`config.mk`:
```
export PLATFORM = sky130hd
export DESIGN_NAME = hamming_protected_counter
export DESIGN_NICKNAME = d
export VERILOG_FILES = /design/src/rtl/hamming_protected_counter.sv
export SDC_FILE = /design/constraint.sdc
export NUM_CORES = 1
export LEC_CHECK = 0
export BUFFER_PORTS_ARGS = -buffer_cell sky130_fd_sc_hd__buf_2
export CAP_MARGIN = 20
export CORE_AREA = 2 2 84 70
export CTS_CLUSTER_DIAMETER = 200
export DETAILED_ROUTE_END_ITERATION = 12
export DIE_AREA = 0 0 86 72
export PLACE_DENSITY = 0.72
export SLEW_MARGIN = 20
export SYNTH_ARGS = -nofsm -noshare
export SYNTH_HDL_FRONTEND = slang
export SYNTH_SLANG_ARGS = --single-unit
```
`constraint.sdc`:
```
create_clock -name clk -period 6.8 [get_ports clk]
set_input_delay 1.36 -clock clk [delete_from_list [all_inputs] [get_ports clk]]
set_output_delay 1.36 -clock clk [all_outputs]
set_load 0.01 [all_outputs]
```
`src/rtl/hamming_protected_counter.sv`:
```
// 16-bit up-counter whose state is held as a SECDED Hamming codeword.
// The stored word is decoded, corrected and re-encoded on every clock.
module hamming_protected_counter (
  input  logic        clk,
  input  logic        reset,
  input  logic        enable,
  output logic [15:0] counter,
  output logic        err_corrected,
  output logic        err_uncorrectable
);

  localparam int DPOS [16] = '{
    3, 5, 6, 7, 9, 10, 11, 12,
    13, 14, 15, 17, 18, 19, 20, 21
  };

  logic [15:0] count_q;
  logic [5:0]  parity_q;
  logic [15:0] count_reg;
  logic [5:0]  parity_stored;
  logic [4:0]  syn;
  logic        ovr;
  logic [15:0] fixed;
  logic [15:0] nxt;
  logic        corr;
  logic        unc;

  // Check bit k is bit k of the XOR of positions of set data bits.
  function automatic logic [5:0] encode(input logic [15:0] d);
    logic [4:0] p;
    p = '0;
    for (int i = 0; i < 16; i++)
      if (d[i]) p ^= 5'(DPOS[i]);
    return {p, ^d ^ ^p};
  endfunction

  // Stored word observed through nets so upsets can be injected.
  assign count_reg     = count_q;
  assign parity_stored = parity_q;

  always_comb begin
    syn = parity_stored[5:1];
    for (int i = 0; i < 16; i++)
      if (count_reg[i]) syn ^= 5'(DPOS[i]);
    ovr   = ^{count_reg, parity_stored};
    fixed = count_reg;
    corr  = 1'b0;
    unc   = 1'b0;
    unique case (1'b1)
      (!ovr && syn == 5'd0): ;
      (ovr && syn <= 5'd21): begin
        corr = 1'b1;
        for (int i = 0; i < 16; i++)
          if (DPOS[i] == int'(syn)) fixed[i] = ~count_reg[i];
      end
      default: unc = 1'b1;
    endcase
  end

  always_comb begin
    if (unc) nxt = count_reg;
    else     nxt = fixed + {15'b0, enable};
  end

  assign counter           = fixed;
  assign err_corrected     = corr;
  assign err_uncorrectable = unc;

  always_ff @(posedge clk or negedge reset) begin
    if (!reset) begin
      count_q  <= '0;
      parity_q <= '0;
    end else begin
      count_q  <= nxt;
      parity_q <= encode(nxt);
    end
  end

endmodule

```
-- Word level (Yosys, flattened, before mapping)
Cells that the tools add are included.
- register bits: 22
- input bits: 3
- output and inout port bits: 18
- word-level logic and storage cells: 128
- add/sub/neg operators: 1
- magnitude comparators: 1
- equality and inequality tests: 16
- multiplexer cells: 52
- bitwise gates (word level): 48
- reductions and logical operators: 8
- operators with widths (operator ; count):
    equality test 5 bit (first input constant) ; 12
    2-to-1 mux 4 bit ; 14
    2-to-1 mux 5 bit ; 10
    NOT 3 bit ; 12
    NOT 2 bit ; 17
    2-to-1 mux 16 bit ; 2
    parity 22 bit ; 1
    2-to-1 mux 1 bit ; 18
    2-to-1 mux 3 bit ; 6
    adder 16 x 1 -> 16 bit ; 1
    NOT 1 bit ; 16
    parity 16 bit ; 1
    equality test 4 x 5 -> 1 bit (first input constant) ; 3
    NOT 4 bit ; 2
    equality test 3 x 5 -> 1 bit (first input constant) ; 1
    <= comparator 5 bit (second input constant) ; 1
    zero test 5 bit ; 1
    parity 5 bit ; 1
    2-to-1 mux 2 bit ; 2
    logical AND 1 bit ; 2
    OR reduction 2 bit ; 1
    zero test 1 bit ; 1
    bitwise XOR 1 bit ; 1

-- Longest topological paths before layout
- word-level depth: 70
- gate-level depth with buffers: 19
- mapped depth without buffers: 18

-- Worst setup path before layout
No wires, ideal clock.
- kind: reg2reg
- start: register count_q[1]
- end: register parity_q[0]
- setup time: 0.134 ns
- arrival: 4.993 ns
- path slack: 1.673 ns
- stages on the path, launching flop included: 17
- buffers on the path: 1
- cells stage by stage: dfrtp_1 buf_6 xnor3_2 xnor3_2 or2_1 mux2i_1 nand3_1 xnor2_1 ha_1 o221ai_2 nor4_4 and3_1 nor2_1 o31a_1 xnor3_2 xnor2_2 xnor3_1
- longest elaborated chain between the ends: 55
- elaborated cells on any way between the ends: 104
- those cells by class: add/sub (1); order compare (1); eq/ne (16); mux (49); bitwise (29); reduce/logical (8)
- RTL lines (item ; line ; source):
    start: declaration ; 17 ; logic [15:0] count_q;
    start signal: assignment ; 74 ; count_q <= nxt;
    2-to-1 mux 3 bit ; 44 ; if (count_reg[i]) syn ^= 5'(DPOS[i]);
    2-to-1 mux 3 bit / NOT 2 bit (equally long branches) ; n/a ;
    NOT 3 bit (no line) / 2-to-1 mux 3 bit (equally long branches) ; n/a ;
    2-to-1 mux 3 bit / NOT 3 bit (equally long branches) ; n/a ;
    NOT 2 bit (no line) / 2-to-1 mux 3 bit (equally long branches) ; n/a ;
    2-to-1 mux 4 bit (2 in series) ; 44 ;
    NOT 3 bit (no line) / 2-to-1 mux 4 bit (equally long branches) ; n/a ;
    2-to-1 mux 4 bit / NOT 2 bit (equally long branches) ; n/a ;
    [17 not listed] ; n/a ;
    net counter[0] ; 7 ; output logic [15:0] counter,
    [19 not listed] ; n/a ;
    NOT 2 bit (no line) ; n/a ;
    2-to-1 mux 5 bit (2 in series) ; 33 ; if (d[i]) p ^= 5'(DPOS[i]);
    NOT 3 bit (no line) ; n/a ;
    2-to-1 mux 5 bit (2 in series) ; 33 ;
    NOT 3 bit (no line) ; n/a ;
    2-to-1 mux 5 bit ; 33 ;
    parity 5 bit ; 34 ; return {p, ^d ^ ^p};
    bitwise XOR 1 bit * ; 34 ;
    end signal: assignment ; 75 ; parity_q <= encode(nxt);
    end: declaration ; 18 ; logic [5:0] parity_q;
Mark *: on every way through the listed nets, which the timed path passes. The rest lies on a longest branch.

-- Worst setup path after layout
- start: register count_q[4]
- end: register parity_q[0]
- longest elaborated chain between the ends: 50
- elaborated cells on any way between the ends: 98
- those cells by class: add/sub (1); order compare (1); eq/ne (16); mux (46); bitwise (26); reduce/logical (8)
- RTL lines (item ; line):
    2-to-1 mux 4 bit ; 44
    2-to-1 mux 4 bit / NOT 2 bit (equally long branches) ; n/a
    NOT 3 bit (no line) / 2-to-1 mux 4 bit (equally long branches) ; n/a
    2-to-1 mux 4 bit / NOT 3 bit (equally long branches) ; n/a
    2-to-1 mux 4 bit ; 44
    NOT 3 bit (no line) / NOT 2 bit (equally long branches) ; n/a
    2-to-1 mux 4 bit ; 44
    2-to-1 mux 4 bit / NOT 3 bit (equally long branches) ; n/a
    [32 not listed] ; n/a
    NOT 2 bit (no line) ; n/a
    2-to-1 mux 5 bit (2 in series) ; 33
    NOT 3 bit (no line) ; n/a
    2-to-1 mux 5 bit (2 in series) ; 33
    NOT 3 bit (no line) ; n/a
    2-to-1 mux 5 bit ; 33
    parity 5 bit ; 34
    bitwise XOR 1 bit * ; 34
Mark *: on every way between the ends. The rest lies on a longest branch, timed or not.

==> qor.csv <==
metric;value;unit
path_common_cell;xnor3_2;
outcome;completed;
path_cells;xnor3_2, xnor3_2, or2_1, mux2i_1, nand3_1, xnor2_1, ha_1, o221ai_2, nor4_4, and3_1, nor2_1, o31a_1, xnor3_2, xnor2_2, xnor3_1;
whs_endpoint;count_q[14]$_DFF_PN0_;
synth_area_per_cell;9.54;um2
cts.sinks;22;
period_needed;5.82;ns
cp_top_family;XOR/XNOR gates;
synth_seq_cells;22;
drc;0;
path_buf_inv;0;
muxShareOfSynthArea;5.95;%
grt_util_all_layers;22.9;%
synth_largest_area_cell;dfrtp_1;
post-place-ws;1.12;ns
cts_resized;0;
cp.arrival;5.96;ns
crit_type;flop to flop;
worstPathMaxFanout;10;
rows;24;
grt_pass1_vias;2088;
synth_top_area_share;19.2;%
skew;0.00366;ns
numCtsBuffers;3;
synth_cells;300;
yosys_most_used_dff;dfrtp_1;
crit_required;6.94;ns
die_area;6190;um2
clk_latency;0.26;ns
dp_hpwl;5.30;mm
nFillCells;464;
drive_gt1_share;21.7;%
viasPerCell;6.02;
final_nets;314;
io_pins;21;
antenna_found_initial;0;
synth_xor_area_share;34.7;%
tightest_slew;0.773;ns
reg2reg_to;parity_q[0]$_DFF_PN0_;
vias;2252;
async_reset_ff_share;100;%
cts.clk_slew.worst_paths;0.08;ns
ys_top_cells_by_area;dfrtp_1 (19%), xnor2_1 (14%), xnor3_2 (5.8%), xnor3_1 (5.5%), xor2_1 (4.6%);
synth_top_family_by_area;XOR/XNOR gates;
clockRootBuffer;clkbuf_8;
synth_commonest_cells;xnor2_1 (45), dfrtp_1 (22), nand2_1 (22), inv_1 (15), xor2_1 (15);
finalWorstSetupSlack;0.977;ns
start_util;53.8;%
cts_tree;yes;
drt_iter0_drc;171;
synth.yosys.seq_area_share;19.2;%
fin_setup_tns;0;ns
diodes;0;
synth_compound_area_share;14.7;%
syn_to_final_growth;4.37;%
place.gp.congestion;0.908;
slew_violations;0;
grt_overflow;0;
rsz0062_at_grt;no;
fp.dieH;72;um
synth_edf_count;0;
grt_max_degree;27;
cp-start-kind;flop;
endpoint_kind;flop;
ys_warn_count;0;
drt-pass1-iter-count;5;
syn_area;2860;um2
core_area;5320;um2
clock.fmax;0.172;GHz
relSlewSlack;48.1;%
r2r-start;count_q[4]$_DFF_PN0_;
ys_types;74;
portBuffers;20;
synthAdderAreaFrac;0.437;%
final_cells;374;
post_cts.repair.setup_buffers;0;
dp_cells;370;
die_w;86;um
finalCritPeriodShare;85.6;%
holdBufCountCts;0;
syn_nets;304;
detail-route-antenna-nets;0;
hold_path_depth;1;
slowest_stage;nor4_4;
cap_violations;0;
rr_worst_depth;15;
grt_pass1_wl;11.1;mm
hold_start;count_q[14]$_DFF_PN0_;
wire_per_inst;18.2;um
hold_viol;0;
setup_viol;0;
cts_buffer_depth;2;
yosysMostFrequentCell;xnor2_1;
cts-htree-levels;1;
synth-simple-area-share;18.7;%
holdCritPathClass;flop to flop;
cp_slowest_stage_delay;0.69;ns
r2r_slack;0.98;ns
wirelength;6.82;mm
## registers in the layout, summed over array words and instances (netlist names)
register / cells
count_q: 16
parity_q: 6
## cell usage in the layout (no fill, tap or decap), drive strengths merged, types with 2 or more instances in the layout
| master | instances |
|---|---|
| xnor3 | 14 |
| and4 | 2 |
| o211a | 2 |
| o22a | 2 |
| nor3 | 10 |
| a31oi | 5 |
| nor4 | 8 |
| and2 | 4 |
| a21o | 3 |
| inv | 16 |
| xnor2 | 50 |
| mux2 | 3 |
| nand3 | 15 |
| o31a | 3 |
| nand4 | 4 |
| o221ai | 2 |
| clkbuf | 4 |
| buf | 21 |
| o32a | 2 |
| or2 | 6 |
| and3 | 3 |
| o21ai | 4 |
| dfrtp | 22 |
| nand2 | 22 |
| o31ai | 6 |
| nor2 | 14 |
| nor2b | 6 |
| a21oi | 12 |
| xor2 | 16 |
| mux2i | 12 |
## routing by layer
| layer | GRT usage, % | vias up | wire (um) |
|---|---|---|---|
| met3 | 2.39 | 10 | 336 |
| met4 | 4.59 | 0 | 100 |
| met1 | 37.4 | 1084 | 3500 |
| li1 | - | 1083 | - |
| met5 | 0 | - | 0 |
| met2 | 32.7 | 75 | 2880 |
## worst max-delay path by stage
stage,to,from,depth (start not counted)
3_3_place_gp,parity_q[0]$_DFF_PN0_,count_q[4]$_DFF_PN0_,15
5_1_grt,parity_q[0]$_DFF_PN0_,count_q[1]$_DFF_PN0_,15
2_1_floorplan,parity_q[0]$_DFF_PN0_,count_q[1]$_DFF_PN0_,16
6_report,parity_q[0]$_DFF_PN0_,count_q[4]$_DFF_PN0_,15
3_5_place_dp,parity_q[0]$_DFF_PN0_,count_q[4]$_DFF_PN0_,15
4_1_cts,parity_q[0]$_DFF_PN0_,count_q[4]$_DFF_PN0_,15
## cell type report
type	instances	area [um2]	share of cell area, %
tap	65	81.3	2.72
sequential	22	551	18.4
inverter	16	60.1	2.01
clock buffer	4	55.1	1.84
timing repair buffer	21	108	3.60
multi-input combinational	246	2130	71.4
## cells by family (layout without fill, tap and decap cells)
kind of cell,after synthesis,in the layout
and+or+nand+nor,97,97
DFF,22,22
muxes,15,15
xor gates and xnor gates,81,81
buffers and inverters,32,41
AOI/OAI and AO/OA,52,52
adders and majority gates,1,1
## metrics by stage
step           instance area (um2)  utilization (%)  hold WS (ns)
4_1_cts                       2990             56.2         0.603
3_3_place_gp                  2930             55.2         0.578
5_1_grt                       2990             56.2         0.639
2_1_floorplan                 2860                -         0.570
3_5_place_dp                  2930             55.2         0.585
6_report                      2990             56.2         0.602
Power is left out: the tool's default activity adds up to more than one toggle a clock period on the data nets, which glitch-free logic cannot reach.
